[src/rtl/noc_input_req_ctrl_pkg.sv]
// Shared definitions for the input-port requester: port count, FSM states and
// the layout of a buffered flit entry.
package noc_input_req_ctrl_pkg;

  // Highest output-port index; masks are PORT+1 bits wide.
  localparam int PORT  = 4;
  localparam int NPORT = PORT + 1;

  typedef enum logic [1:0] {
    ST_EMPTY = 2'd0,
    ST_LOAD  = 2'd1,
    ST_REQ   = 2'd2
  } state_e;

  // Flit entry layout, MSB first: {multi, dst[NPORT-1:0], data[data_w-1:0]}.
  function automatic int ent_w(input int data_w);
    return data_w + NPORT + 1;
  endfunction

endpackage

[src/rtl/noc_sync_fifo.sv]
// Small synchronous FIFO with wrapping pointers and an occupancy counter.
module noc_sync_fifo #(
  parameter int DEPTH = 4,
  parameter int W     = 8
) (
  input  logic                     clk,
  input  logic                     rst_,
  input  logic                     push,
  input  logic                     pop,
  input  logic [W-1:0]             wdata,
  output logic [W-1:0]             rdata,
  output logic                     full,
  output logic                     empty,
  output logic [$clog2(DEPTH):0]   count
);
  localparam int AW = $clog2(DEPTH);

  logic [DEPTH-1:0][W-1:0] mem;
  logic [AW-1:0]           wr_ptr, rd_ptr;
  logic                    do_push, do_pop;

  // A push while full is dropped even if a pop happens the same cycle.
  assign full    = (count == (AW+1)'(DEPTH));
  assign empty   = (count == '0);
  assign do_push = push && !full;
  assign do_pop  = pop && !empty;
  assign rdata   = mem[rd_ptr];

  // Storage array; contents are don't-care until written.
  always_ff @(posedge clk) begin
    if (do_push) mem[wr_ptr] <= wdata;
  end

  // Pointers wrap naturally at DEPTH (power of two); count tracks occupancy.
  always_ff @(posedge clk or negedge rst_) begin
    if (!rst_) begin
      wr_ptr <= '0;
      rd_ptr <= '0;
      count  <= '0;
    end else begin
      if (do_push) wr_ptr <= wr_ptr + AW'(1);
      if (do_pop)  rd_ptr <= rd_ptr + AW'(1);
      unique case ({do_push, do_pop})
        2'b10:   count <= count + (AW+1)'(1);
        2'b01:   count <= count - (AW+1)'(1);
        default: count <= count;
      endcase
    end
  end

endmodule

[src/rtl/noc_input_req_ctrl.sv]
// Input-port requester: buffers flits, raises unicast/multicast requests toward
// each destination output arbiter, fires granted outputs and retires the head
// once every destination in its mask has been served.
module noc_input_req_ctrl
  import noc_input_req_ctrl_pkg::*;
#(
  parameter int DEPTH  = 4,
  parameter int DATA_W = 32,
  parameter int AGE_W  = 8
) (
  input  logic              clk,
  input  logic              rst_,
  input  logic              in_valid,
  output logic              in_ready,
  input  logic [DATA_W-1:0] in_data,
  input  logic [NPORT-1:0]  in_dst,
  input  logic              in_multi,
  output logic [NPORT-1:0]  u_req,
  output logic [NPORT-1:0]  m_req,
  input  logic [NPORT-1:0]  grt,
  output logic [DATA_W-1:0] out_data,
  output logic [NPORT-1:0]  out_fire,
  output logic [AGE_W-1:0]  head_age,
  output logic              err_grant
);
  localparam int EW = ent_w(DATA_W);
  localparam int CW = $clog2(DEPTH) + 1;

  state_e             state, state_nxt;
  logic [NPORT-1:0]   pending;
  logic [EW-1:0]      fifo_wdata, fifo_rdata;
  logic               fifo_full, fifo_empty;
  logic [CW-1:0]      fifo_count;

  logic               accept, push, drop, retire, stray, in_req;
  logic               head_multi;
  logic [NPORT-1:0]   head_dst, served, remain;
  logic [DATA_W-1:0]  head_data;

  assign in_ready   = !fifo_full;
  assign accept     = in_valid && in_ready;
  // An empty destination mask can never be served, so it is never buffered.
  assign push       = accept && (in_dst != '0);
  assign drop       = accept && (in_dst == '0);
  assign fifo_wdata = {in_multi, in_dst, in_data};

  assign head_multi = fifo_rdata[EW-1];
  assign head_dst   = fifo_rdata[EW-2 -: NPORT];
  assign head_data  = fifo_rdata[DATA_W-1:0];

  // The arbiter is combinational, so grants are consumed in the cycle they arrive.
  assign in_req = (state == ST_REQ);
  assign served = in_req ? (grt & pending) : '0;
  assign remain = pending & ~served;
  assign retire = in_req && (remain == '0);
  assign stray  = in_req && ((grt & ~pending) != '0);

  noc_sync_fifo #(.DEPTH(DEPTH), .W(EW)) u_fifo (
    .clk   (clk),
    .rst_  (rst_),
    .push  (push),
    .pop   (retire),
    .wdata (fifo_wdata),
    .rdata (fifo_rdata),
    .full  (fifo_full),
    .empty (fifo_empty),
    .count (fifo_count)
  );

  // State register.
  always_ff @(posedge clk or negedge rst_) begin
    if (!rst_) state <= ST_EMPTY;
    else       state <= state_nxt;
  end

  // Next-state: a fresh head always passes through LOAD, giving one bubble.
  always_comb begin
    state_nxt = state;
    unique case (state)
      ST_EMPTY: if (push || !fifo_empty) state_nxt = ST_LOAD;
      ST_LOAD:  state_nxt = ST_REQ;
      ST_REQ:   if (retire)
                  state_nxt = ((fifo_count > CW'(1)) || push) ? ST_LOAD : ST_EMPTY;
      default:  state_nxt = ST_EMPTY;
    endcase
  end

  // Request/fire outputs come from registered state only; grt only gates fire.
  always_comb begin
    u_req    = '0;
    m_req    = '0;
    out_data = '0;
    out_fire = served;
    if (in_req) begin
      out_data = head_data;
      if (head_multi) m_req = pending;
      else            u_req = pending;
    end
  end

  // Remaining-destination mask: loaded from the head, shrinks as outputs are served.
  always_ff @(posedge clk or negedge rst_) begin
    if (!rst_)                  pending <= '0;
    else if (state == ST_LOAD)  pending <= head_dst;
    else if (in_req)            pending <= remain;
  end

  // Head wait counter: counts unserved REQ cycles, saturating, held on partial service.
  always_ff @(posedge clk or negedge rst_) begin
    if (!rst_)
      head_age <= '0;
    else if (state == ST_LOAD)
      head_age <= '0;
    else if (in_req && (served == '0) && (head_age != '1))
      head_age <= head_age + AGE_W'(1);
  end

  // Sticky error: stray grant bit or a dropped empty-mask flit.
  always_ff @(posedge clk or negedge rst_) begin
    if (!rst_)              err_grant <= 1'b0;
    else if (stray || drop) err_grant <= 1'b1;
  end

endmodule

[config.mk]
export PLATFORM = sky130hd
export DESIGN_NAME = noc_input_req_ctrl
export DESIGN_NICKNAME = d
export VERILOG_FILES = /design/src/rtl/noc_input_req_ctrl_pkg.sv /design/src/rtl/noc_sync_fifo.sv /design/src/rtl/noc_input_req_ctrl.sv
export SDC_FILE = /design/constraint.sdc
export NUM_CORES = 1
export LEC_CHECK = 0
export CAP_MARGIN = 20
export CORE_MARGIN = 4
export CORE_UTILIZATION = 35
export CTS_CLUSTER_DIAMETER = 80
export CTS_CLUSTER_SIZE = 16
export DETAILED_ROUTE_END_ITERATION = 7
export PLACE_DENSITY = 0.62
export SYNTH_ARGS = -nofsm -noshare
export SYNTH_HDL_FRONTEND = slang
export SYNTH_SLANG_ARGS = --single-unit
[constraint.sdc]
create_clock -name clk -period 3.05 [get_ports clk]
set_input_delay 0.61 -clock clk [delete_from_list [all_inputs] [get_ports clk]]
set_output_delay 0.61 -clock clk [all_outputs]
set_load 0.05 [all_outputs]
==> impl_metrics.tcl, run 1 <==
set metrics [dict create \
    crit_type "reg2out" \
    worstPathArrival_ns 2.25 \
    worst-path-buf-inv 2 \
    dieWidth_um 152.1 \
    die_y_um 152.1 \
    powerDensity_nw_per_um2 930.1 \
    first_global_vias 4160 \
    yosys-top-cells-count "edfxtp_1, and2_1, mux4_2" \
    grt_max_degree 39 \
    yosys_warnings 0 \
    max_cap_violations 0 \
    finalSetupTns_ns 0 \
    finalClockSkew_ns 0.01355 \
    fillers 1759 \
    vias 3905 \
    cts_setup_buffers 0 \
    cp.depth 4 \
    vias_per_cell 4.881 \
    synth-simple-area-share 0.07422 \
    peakVddDrop_mv 0.4803 \
    synth_area_leader_cell "edfxtp_1" \
    port_buffers 102 \
    drtIter0Drc 206 \
    synth_cell_types 41 \
    insertion_delay_ns 0.43 \
    switchingPower_w 0.003018 \
    maxSlewHeadroom 0.4786 \
    reg2reg_from "state[0]" \
    crit_path_start "u_fifo.rd_ptr[0]" \
    synth_top_area_frac 0.6282 \
    wl_mm 14.71 \
    ys_ff_latch 175 \
    htreeDepth 4 \
    hold_class "reg2reg" \
    start_util 0.3579 \
    finalSetupViolCount 0 \
    reg2reg_depth 6 \
    grt_usage 0.1292 \
    design_area_um2 9253 \
    drive_above_1_share 0.2774 \
    synth_edf_count 152 \
    wl_per_cell_um 18.39 \
    cp-endpoint "out_data[11]" \
    cpLargestDelayFamily "buffers and inverters" \
    path_cells "buf_4, mux4_2, and2_1, buf_4" \
    internal_power_w 0.005588 \
    async_flop_share 0.1314 \
    place_area_um2 8656 \
    grt_overflow 0 \
    fmax_mhz 350.0 \
    synth_compound_area_frac 0.03427 \
    p_clk_frac 0.249 \
    critPathCaptureType "output pin" \
    dr_wl_met3_um 708 \
    cts_tree "done" \
    num_io_pins 103 \
    diodes 0 \
    ys_seq_area_frac 0.7074 \
    syn_area_per_cell_um2 18.30 \
    crit_fanout 14 \
    period_needed_ns 2.857 \
    status "finished clean" \
    dp_hpwl_mm 9.758 \
    r2r_end "head_age[6]" \
    nets 577 \
    cpMostUsedCell "buf_4" \
    synthAdderAreaFrac 0.02411 \
    synthFlopType "edfxtp_1" \
    numClockSinks 175 \
    postCtsHoldBufs 0 \
    power.share.switching 0.3507 \
    power_frac_seq 0.393 \
    synth.most_common_cell "edfxtp_1" \
    cts_buffer_depth 2 \
    cp-start-kind "register" \
    worst_pin_slew_ns 0.7821 \
    wl_met1_mm 6.778 \
    grt_pass1_wl_mm 23.25 \
    final_antenna_net_count 0 \
    hold_violations 0 \
    synth_top_family_by_area "multiplexers" \
    cp.required_ns 2.44 \
    syn2layout_area_growth_pct 27.35 \
    wl_met2_mm 7.095 \
    muxShareOfSynthArea 0.1302 \
    p_comb_frac 0.358 \
    synth_area_leaders "edfxtp_1, mux4_2, dfrtp_1" \
    rsz0062_at_grt "false" \
    final_max_slew_viol_count 0 \
    rrSetupSlack_ns 0.70 \
    firstDrtPassIters 4 \
    fin_crit_sh 0.9368 \
    routabilityCongestion 0.7614 \
    dieArea_um2 23130 \
    syn_inst 397 \
    cts-root-buf "clkbuf_16" \
    p_leak_nw 3.336 \
    clk_pin_slew_ns 0.07 \
    topRoutingLayerUsed "met4" \
    cpPeakStageDelay_ns 0.55 \
    ctsResizeCount 0 \
    remaining_drc_errors 0 \
    core_area_um2 20300 \
    crit_slowest_cell "dfrtp_2" \
    numCtsBuffers 17 \
    synth_fp_nets 457 \
    floorplan.rows 52 \
    synthXorXnorAreaFrac 0.01085 \
    syn_area_um2 7266 \
    antenna_found_initial 0 \
]
-- through the flow --
step | std cells | total power (W) | hold WS [ns] | util | setup slack, ns
final | 800 | 0.008606 | 0.4693 | 0.4558 | 0.1928
after global routing | 800 | 0.009058 | 0.4839 | 0.4558 | 0.01671
after CTS | 800 | 0.008732 | 0.4734 | 0.4558 | 0.1202
after detailed placement | 768 | 0.006568 | 0.4591 | 0.4264 | 0.3948
after global placement | 768 | 0.006515 | 0.4489 | 0.4264 | 0.3925
after floorplan | 397 | 0.005551 | 0.3144 | - | 0.09235
-- power groups by stage --
stage	combinational [W]	sequential, W	clock [W]
2_1_floorplan	0.00219	0.00336	0
3_3_place_gp	0.00311	0.00341	0
3_5_place_dp	0.00313	0.00344	0
4_1_cts	0.00314	0.00339	0.00220
5_1_grt	0.00332	0.00343	0.00231
6_report	0.00308	0.00338	0.00215
-- logic make-up (layout without fill, tap and decap cells) --
logic type / count (synthesis) / in the layout
flops: 175 / 175
simple gates: 93 / 93
mux: 46 / 46
buf+inv: 33 / 166
compound gates: 27 / 27
fa+ha+maj: 14 / 14
xor+xnor: 9 / 9
-- flip-flops by register name, summed over array words and instances (netlist names) --
| register | flops |
|---|---|
| u_fifo.mem | 152 |
| head_age | 8 |
| state | 2 |
| u_fifo.rd_ptr | 2 |
| pending | 5 |
| u_fifo.count | 3 |
| u_fifo.wr_ptr | 2 |
| err_grant | 1 |
-- worst register-to-register path: stages, from the launching register on --
cell      delay, ns
dfrtp_1        0.40
inv_1          0.11
ha_2           0.58
nand4_2        0.29
a211oi_2       0.33
and3_1         0.21
mux2_1         0.32
-- per-layer routing --
metal | GRT usage | up-vias
met5 | 0 | -
met4 | 0.03467 | 0
met3 | 0.03584 | 10
met2 | 0.2110 | 106
met1 | 0.1715 | 2003
li1 | - | 1786
-- how the worst min path moves through the flow --
stage / slack [ns] / cells after the start / start / to
2_1_floorplan: 0.31 / 0 / rst_ / err_grant
3_3_place_gp: 0.45 / 1 / err_grant / err_grant
3_5_place_dp: 0.46 / 1 / err_grant / err_grant
4_1_cts: 0.47 / 1 / err_grant / err_grant
5_1_grt: 0.48 / 1 / err_grant / err_grant
6_report: 0.47 / 1 / err_grant / err_grant
-- placed cells by master, fill, tap and decap left out, types with 4 or more instances in the layout --
master,n
buf_12,8
and2_1,36
o21ai_0,7
a32o_1,4
nor2b_1,9
clkbuf_16,17
mux2_1,4
buf_4,54
clkdlybuf4s50_1,55
nor2_1,15
mux4_2,38
dfrtp_1,21
nand2_1,9
edfxtp_1,152
xnor2_1,8
ha_1,13
inv_1,17
and2_2,4
and3_1,11
inv_6,5
-- area by class of cell --
cell class	count	area (um2)	share of cell area
Sequential cell	175	5142	0.5558
Inverter	17	63.81	0.006897
Clock inverter	14	167.7	0.01812
Timing Repair Buffer	117	1116	0.1206
Clock buffer	18	429.2	0.04638
Tap cell	270	337.8	0.03651
Multi-Input combinational cell	189	1996	0.2157
No activity file was read; power rests on OpenSTA's default activity.
==> run 2, diff against run 1 <==
--- a/config.mk
+++ b/config.mk
@@ -5,6 +5,7 @@
 export SDC_FILE = /design/constraint.sdc
 export NUM_CORES = 1
 export LEC_CHECK = 0
+export ABC_AREA = 1
 export CAP_MARGIN = 20
 export CORE_MARGIN = 4
 export CORE_UTILIZATION = 35
==> impl_metrics.tcl, run 2 <==
set metrics [dict create \
    status "finished clean" \
    holdWs_ns 0.4870 \
    powerDensity_nw_per_um2 933.6 \
    vias 5028 \
    diodes 0 \
    multi_input_area_um2 2083 \
    crit_fanout 34 \
    synth_area_leaders "edfxtp_1, nor2_1, dfrtp_1" \
    syn_area_um2 7542 \
    use_met3 0.03861 \
    synth_edf_count 152 \
    finalSetupTns_ns 0 \
    p_total_w 0.009207 \
    fin_crit_sh 0.9206 \
    floorplan.rows 53 \
    ys_ff_latch 175 \
    dieArea_um2 23960 \
    port_buffers 102 \
    synth_cell_types 34 \
    first_global_vias 4999 \
    fillers 1898 \
    synth_top_family_by_area "simple AND/OR/NAND/NOR gates" \
    wl_per_cell_um 16.09 \
    grt_usage 0.1440 \
    cp.required_ns 2.44 \
    instances_no_fill 1057 \
    start_util 0.3577 \
    syn2layout_area_growth_pct 30.76 \
    htreeDepth 4 \
    numClockSinks 175 \
    layout.area.seq_um2 5141 \
    top_regs "u_fifo.mem: 152 flops, head_age: 8 flops, pending: 5 flops" \
    synthFlopType "edfxtp_1" \
    synth_area_leader_cell "edfxtp_1" \
    antenna_found_initial 0 \
    synth_fp_nets 722 \
    core_area_um2 21090 \
    grt_max_degree 55 \
    synthAdderAreaFrac 0.02322 \
    rsz0062_at_grt "false" \
    synth_top_area_frac 0.6052 \
    use_met2 0.2438 \
    crit_type "reg2out" \
    finalSetupViolCount 0 \
    largest_reg_flops 152 \
    worst_pin_slew_ns 0.7244 \
    max_cap_violations 0 \
    synth.most_common_cell "nor2_1" \
    yosys_warnings 0 \
    vias_per_cell 4.757 \
    muxShareOfSynthArea 0 \
    peakVddDrop_mv 0.4331 \
    insertion_delay_ns 0.43 \
    dieWidth_um 154.8 \
    cts-root-buf "clkbuf_16" \
    syn_inst 662 \
    grt_pass1_wl_mm 26.91 \
    hold_class "reg2reg" \
    period_needed_ns 2.808 \
    final_max_slew_viol_count 0 \
    nets 829 \
    synthXorXnorAreaFrac 0.01161 \
    dp.cells 1025 \
    cts_buffer_depth 2 \
    routabilityCongestion 0.8211 \
    num_io_pins 103 \
    hold_violations 0 \
    critPathCaptureType "output pin" \
    die_y_um 154.8 \
    synth-simple-area-share 0.1385 \
    final_common_cell "nor2_1" \
    worstPathArrival_ns 2.20 \
    met1_usage 0.1836 \
    final_antenna_net_count 0 \
    dp_hpwl_mm 10.79 \
    syn_area_per_cell_um2 11.39 \
    clk_pin_slew_ns 0.07 \
    remaining_drc_errors 0 \
    drtIter0Drc 277 \
    synth_compound_area_frac 0.09887 \
    firstDrtPassIters 4 \
    cp-start-kind "register" \
    finalClockSkew_ns 0.01211 \
    p_leak_nw 3.683 \
    yosys-top-cells-count "nor2_1, edfxtp_1, o21ai_0" \
    async_flop_share 0.1314 \
    drive_above_1_share 0.1483 \
    final_cell_mix "nor2_1, edfxtp_1, o21ai_0, clkdlybuf4s50_1, nand2_1" \
    wl_mm 17.00 \
    max_flop_register "u_fifo.mem" \
    maxSlewHeadroom 0.5156 \
    fmax_mhz 356.1 \
    numCtsBuffers 17 \
    gr-max-usage-layer "met2" \
    grt_overflow 0 \
    cts_tree "done" \
    ys_seq_area_frac 0.6815 \
]
==> run 2: worst max-delay path: stages (launching register included) <==
cell and delay, ns:
dfrtp_1 0.41, inv_1 0.09, ha_1 0.38, buf_4 0.24
inv_4 0.17, a21oi_1 0.30, buf_12 0.18
==> run 2: layer usage <==
layer,vias to the layer above,wire [um]
li1,2491,-
met1,2391,7611
met2,129,8322
met3,17,886
met4,0,183
met5,-,0
==> run 2: repair_timing <==
item | 4_1_cts | 5_1_grt
hold buffers | 0 | 0
resized for setup | 1 | 3
endpoints found under the setup margin | 1 | 3
buffers inserted | 0 | 0
==> run 2: kinds of logic (layout without fill, tap and decap cells) <==
family	after synthesis	after routing
buffers and inverters	68	188
flip-flops	175	175
AO/OA/AOI/OAI	139	139
AND/OR/NAND/NOR	256	256
adder cells (fa/ha/maj)	14	14
XOR/XNOR	10	10
==> run 2: final timing paths <==
| check | start | to | slack [ns] | depth (start not counted) |
|---|---|---|---|---|
| min reg2reg | err_grant | err_grant | 0.49 | 2 |
| max reg2reg | state[0] | u_fifo.count[2] | 0.59 | 12 |
| min | err_grant | err_grant | 0.49 | 2 |
| min in group asynchronous | rst_ | pending[4] | 0.62 | 1 |
| max | state[0] | out_data[4] | 0.24 | 6 |
| max in group asynchronous | rst_ | u_fifo.rd_ptr[1] | 1.86 | 2 |
==> run 2: layout make-up <==
class | count | share of cell area
repair buffers | 120 | 0.1613
flip-flops and latches | 175 | 0.5213
clock inverters | 13 | 0.01294
multi-input cells | 419 | 0.2112
inverters | 36 | 0.01446
clock buffers | 19 | 0.04390
well taps | 275 | 0.03489
==> run 2: through the flow <==
| step | worst slack [ns] | util | cell area, um2 |
|---|---|---|---|
| 2_1_floorplan | -0.3949 | - | 7542 |
| 3_3_place_gp | 0.3713 | 0.4405 | 9290 |
| 3_5_place_dp | 0.3414 | 0.4405 | 9290 |
| 4_1_cts | 0.03461 | 0.4672 | 9853 |
| 5_1_grt | 0.07276 | 0.4677 | 9862 |
| 6_report | 0.2421 | 0.4677 | 9862 |
==> run 2: report_power, final <==
part	internal, W	total, W	switching, W
clock network	0.00114	0.00207	0.000922
logic	0.00135	0.00380	0.00245
registers	0.00314	0.00334	0.000198
total	0.00563	0.00921	0.00357
==> run 3, diff against run 2 <==
--- a/config.mk
+++ b/config.mk
@@ -7,6 +7,7 @@
 export LEC_CHECK = 0
 export ABC_AREA = 1
 export CAP_MARGIN = 20
+export CORE_ASPECT_RATIO = 0.5
 export CORE_MARGIN = 4
 export CORE_UTILIZATION = 35
 export CTS_CLUSTER_DIAMETER = 80
@@ -16,3 +17,4 @@
 export SYNTH_ARGS = -nofsm -noshare
 export SYNTH_HDL_FRONTEND = slang
 export SYNTH_SLANG_ARGS = --single-unit
+export TNS_END_PERCENT = 5
==> impl_metrics.tcl, run 3 (same netlist as run 2, synthesis figures left out) <==
set metrics [dict create \
    syn2layout_area_growth_pct 31.25 \
    path_cells "inv_6, buf_4, o21ai_0, a21oi_1, buf_12" \
    htreeDepth 4 \
    drive_above_1_share 0.1480 \
    crit_type "reg2out" \
    dieArea_um2 24100 \
    cpPeakStageDelay_ns 0.45 \
    power_frac_seq 0.358 \
    dieWidth_um 215.6 \
    grt_usage 0.1448 \
    p_leak_nw 3.646 \
    core_area_um2 20880 \
    vias_per_cell 4.777 \
    cp-start-kind "register" \
    cp.depth 5 \
    floorplan.rows 37 \
    wl_mm 17.20 \
    place_ws_ns 0.3765 \
    hold_depth 2 \
    first_global_vias 5067 \
    firstDrtPassIters 5 \
    nets 824 \
    cts_setup_buffers 0 \
    vias 5107 \
    insertion_delay_ns 0.43 \
    max_flop_register "u_fifo.mem" \
    worst-path-buf-inv 3 \
    multi_input_area_um2 2086 \
    internal_power_w 0.005594 \
    maxSlewHeadroom 0.6491 \
    fillers 1847 \
    num_io_pins 103 \
    diodes 0 \
    reg2reg_depth 11 \
    port_buffers 102 \
    crit_fanout 56 \
    holdWs_ns 0.4811 \
    start_util 0.3612 \
    cts-root-buf "clkbuf_16" \
    power.share.switching 0.3976 \
    remaining_drc_errors 0 \
    grt_pass1_wl_mm 27.64 \
    period_needed_ns 2.818 \
    numCtsBuffers 17 \
    finalClockSkew_ns 0.01516 \
    worstPathArrival_ns 2.21 \
    switchingPower_w 0.003693 \
    grt_overflow 0 \
    final_common_cell "nor2_1" \
    p_clk_frac 0.230 \
    fmax_mhz 354.9 \
    final_cell_mix "nor2_1, edfxtp_1, o21ai_0, clkdlybuf4s50_1, nand2_1" \
    critPathCaptureType "output pin" \
    p_comb_frac 0.412 \
    layout.area.seq_um2 5141 \
    cpLargestDelayFamily "buffers and inverters" \
    cp.required_ns 2.44 \
    max_cap_violations 0 \
    rsz0062_at_grt "false" \
    status "finished clean" \
    antenna_found_initial 0 \
    post-route-worst-setup-slack_ns 0.2324 \
    finalSetupViolCount 0 \
    hold_class "reg2reg" \
    fin_crit_sh 0.9238 \
    final_antenna_net_count 0 \
    powerDensity_nw_per_um2 938.1 \
    wl_per_cell_um 16.09 \
    final_max_slew_viol_count 0 \
    hold_violations 0 \
    clk_pin_slew_ns 0.07 \
    largest_reg_flops 152 \
    routabilityCongestion 0.7718 \
    worst_pin_slew_ns 0.5230 \
    grt_max_degree 78 \
    ctsResizeCount 0 \
    cts_buffer_depth 2 \
    postCtsHoldBufs 0 \
    drtIter0Drc 522 \
    top_regs "u_fifo.mem: 152 flops, head_age: 8 flops, pending: 5 flops" \
    peakVddDrop_mv 0.4010 \
    cts_tree "done" \
    numClockSinks 175 \
    crit_slowest_cell "dfrtp_2" \
    die_y_um 111.8 \
    dp_hpwl_mm 10.92 \
]
==> run 3: layout make-up <==
class	count	area share
Sequential cell	175	0.5193
Multi-Input combinational cell	419	0.2107
Timing Repair Buffer	115	0.1580
Clock buffer	18	0.04335
Tap cell	292	0.03691
Clock inverter	14	0.01732
Inverter	36	0.01441
==> run 3: stage by stage <==
step	util	cell area (um2)	setup TNS, ns	total power [W]	cells
2_1_floorplan	-	7542	-60.02	0.005792	662
3_3_place_gp	0.4451	9294	0	0.007196	1037
3_5_place_dp	0.4451	9294	0	0.007249	1037
4_1_cts	0.4739	9894	0	0.009395	1069
5_1_grt	0.4741	9899	0	0.009870	1069
6_report	0.4741	9899	0	0.009287	1069
==> run 3: worst paths after layout <==
| check | from | slack (ns) | to |
|---|---|---|---|
| max in group asynchronous | rst_ | 2.24 | u_fifo.rd_ptr[0] |
| min in group asynchronous | rst_ | 0.55 | err_grant |
| worst min-delay path | err_grant | 0.48 | err_grant |
| worst max register to register | state[0] | 0.76 | u_fifo.count[2] |
| worst min register to register | err_grant | 0.48 | err_grant |
| worst max-delay path | u_fifo.rd_ptr[0] | 0.23 | out_data[18] |
==> run 3: tightest hold or removal path: stages (launching register included) <==
cell and delay, ns:
dfrtp_1 0.35, a21oi_1 0.04, nand2_1 0.05
==> run 3: power by group through the flow <==
stage / registers (W) / clock network (W) / logic (W)
finish: 0.00332 / 0.00214 / 0.00383
global route: 0.00337 / 0.00230 / 0.00420
CTS: 0.00332 / 0.00218 / 0.00389
detailed placement: 0.00337 / 0 / 0.00387
global placement: 0.00336 / 0 / 0.00384
floorplan: 0.00338 / 0 / 0.00241
==> run 3: routing by layer <==
metal	GRT usage	share of wire	vias to the layer above
met5	0	0	-
met4	0.03774	0.011	0
met3	0.03245	0.043	13
met2	0.2445	0.49	109
met1	0.1904	0.46	2501
li1	-	-	2484
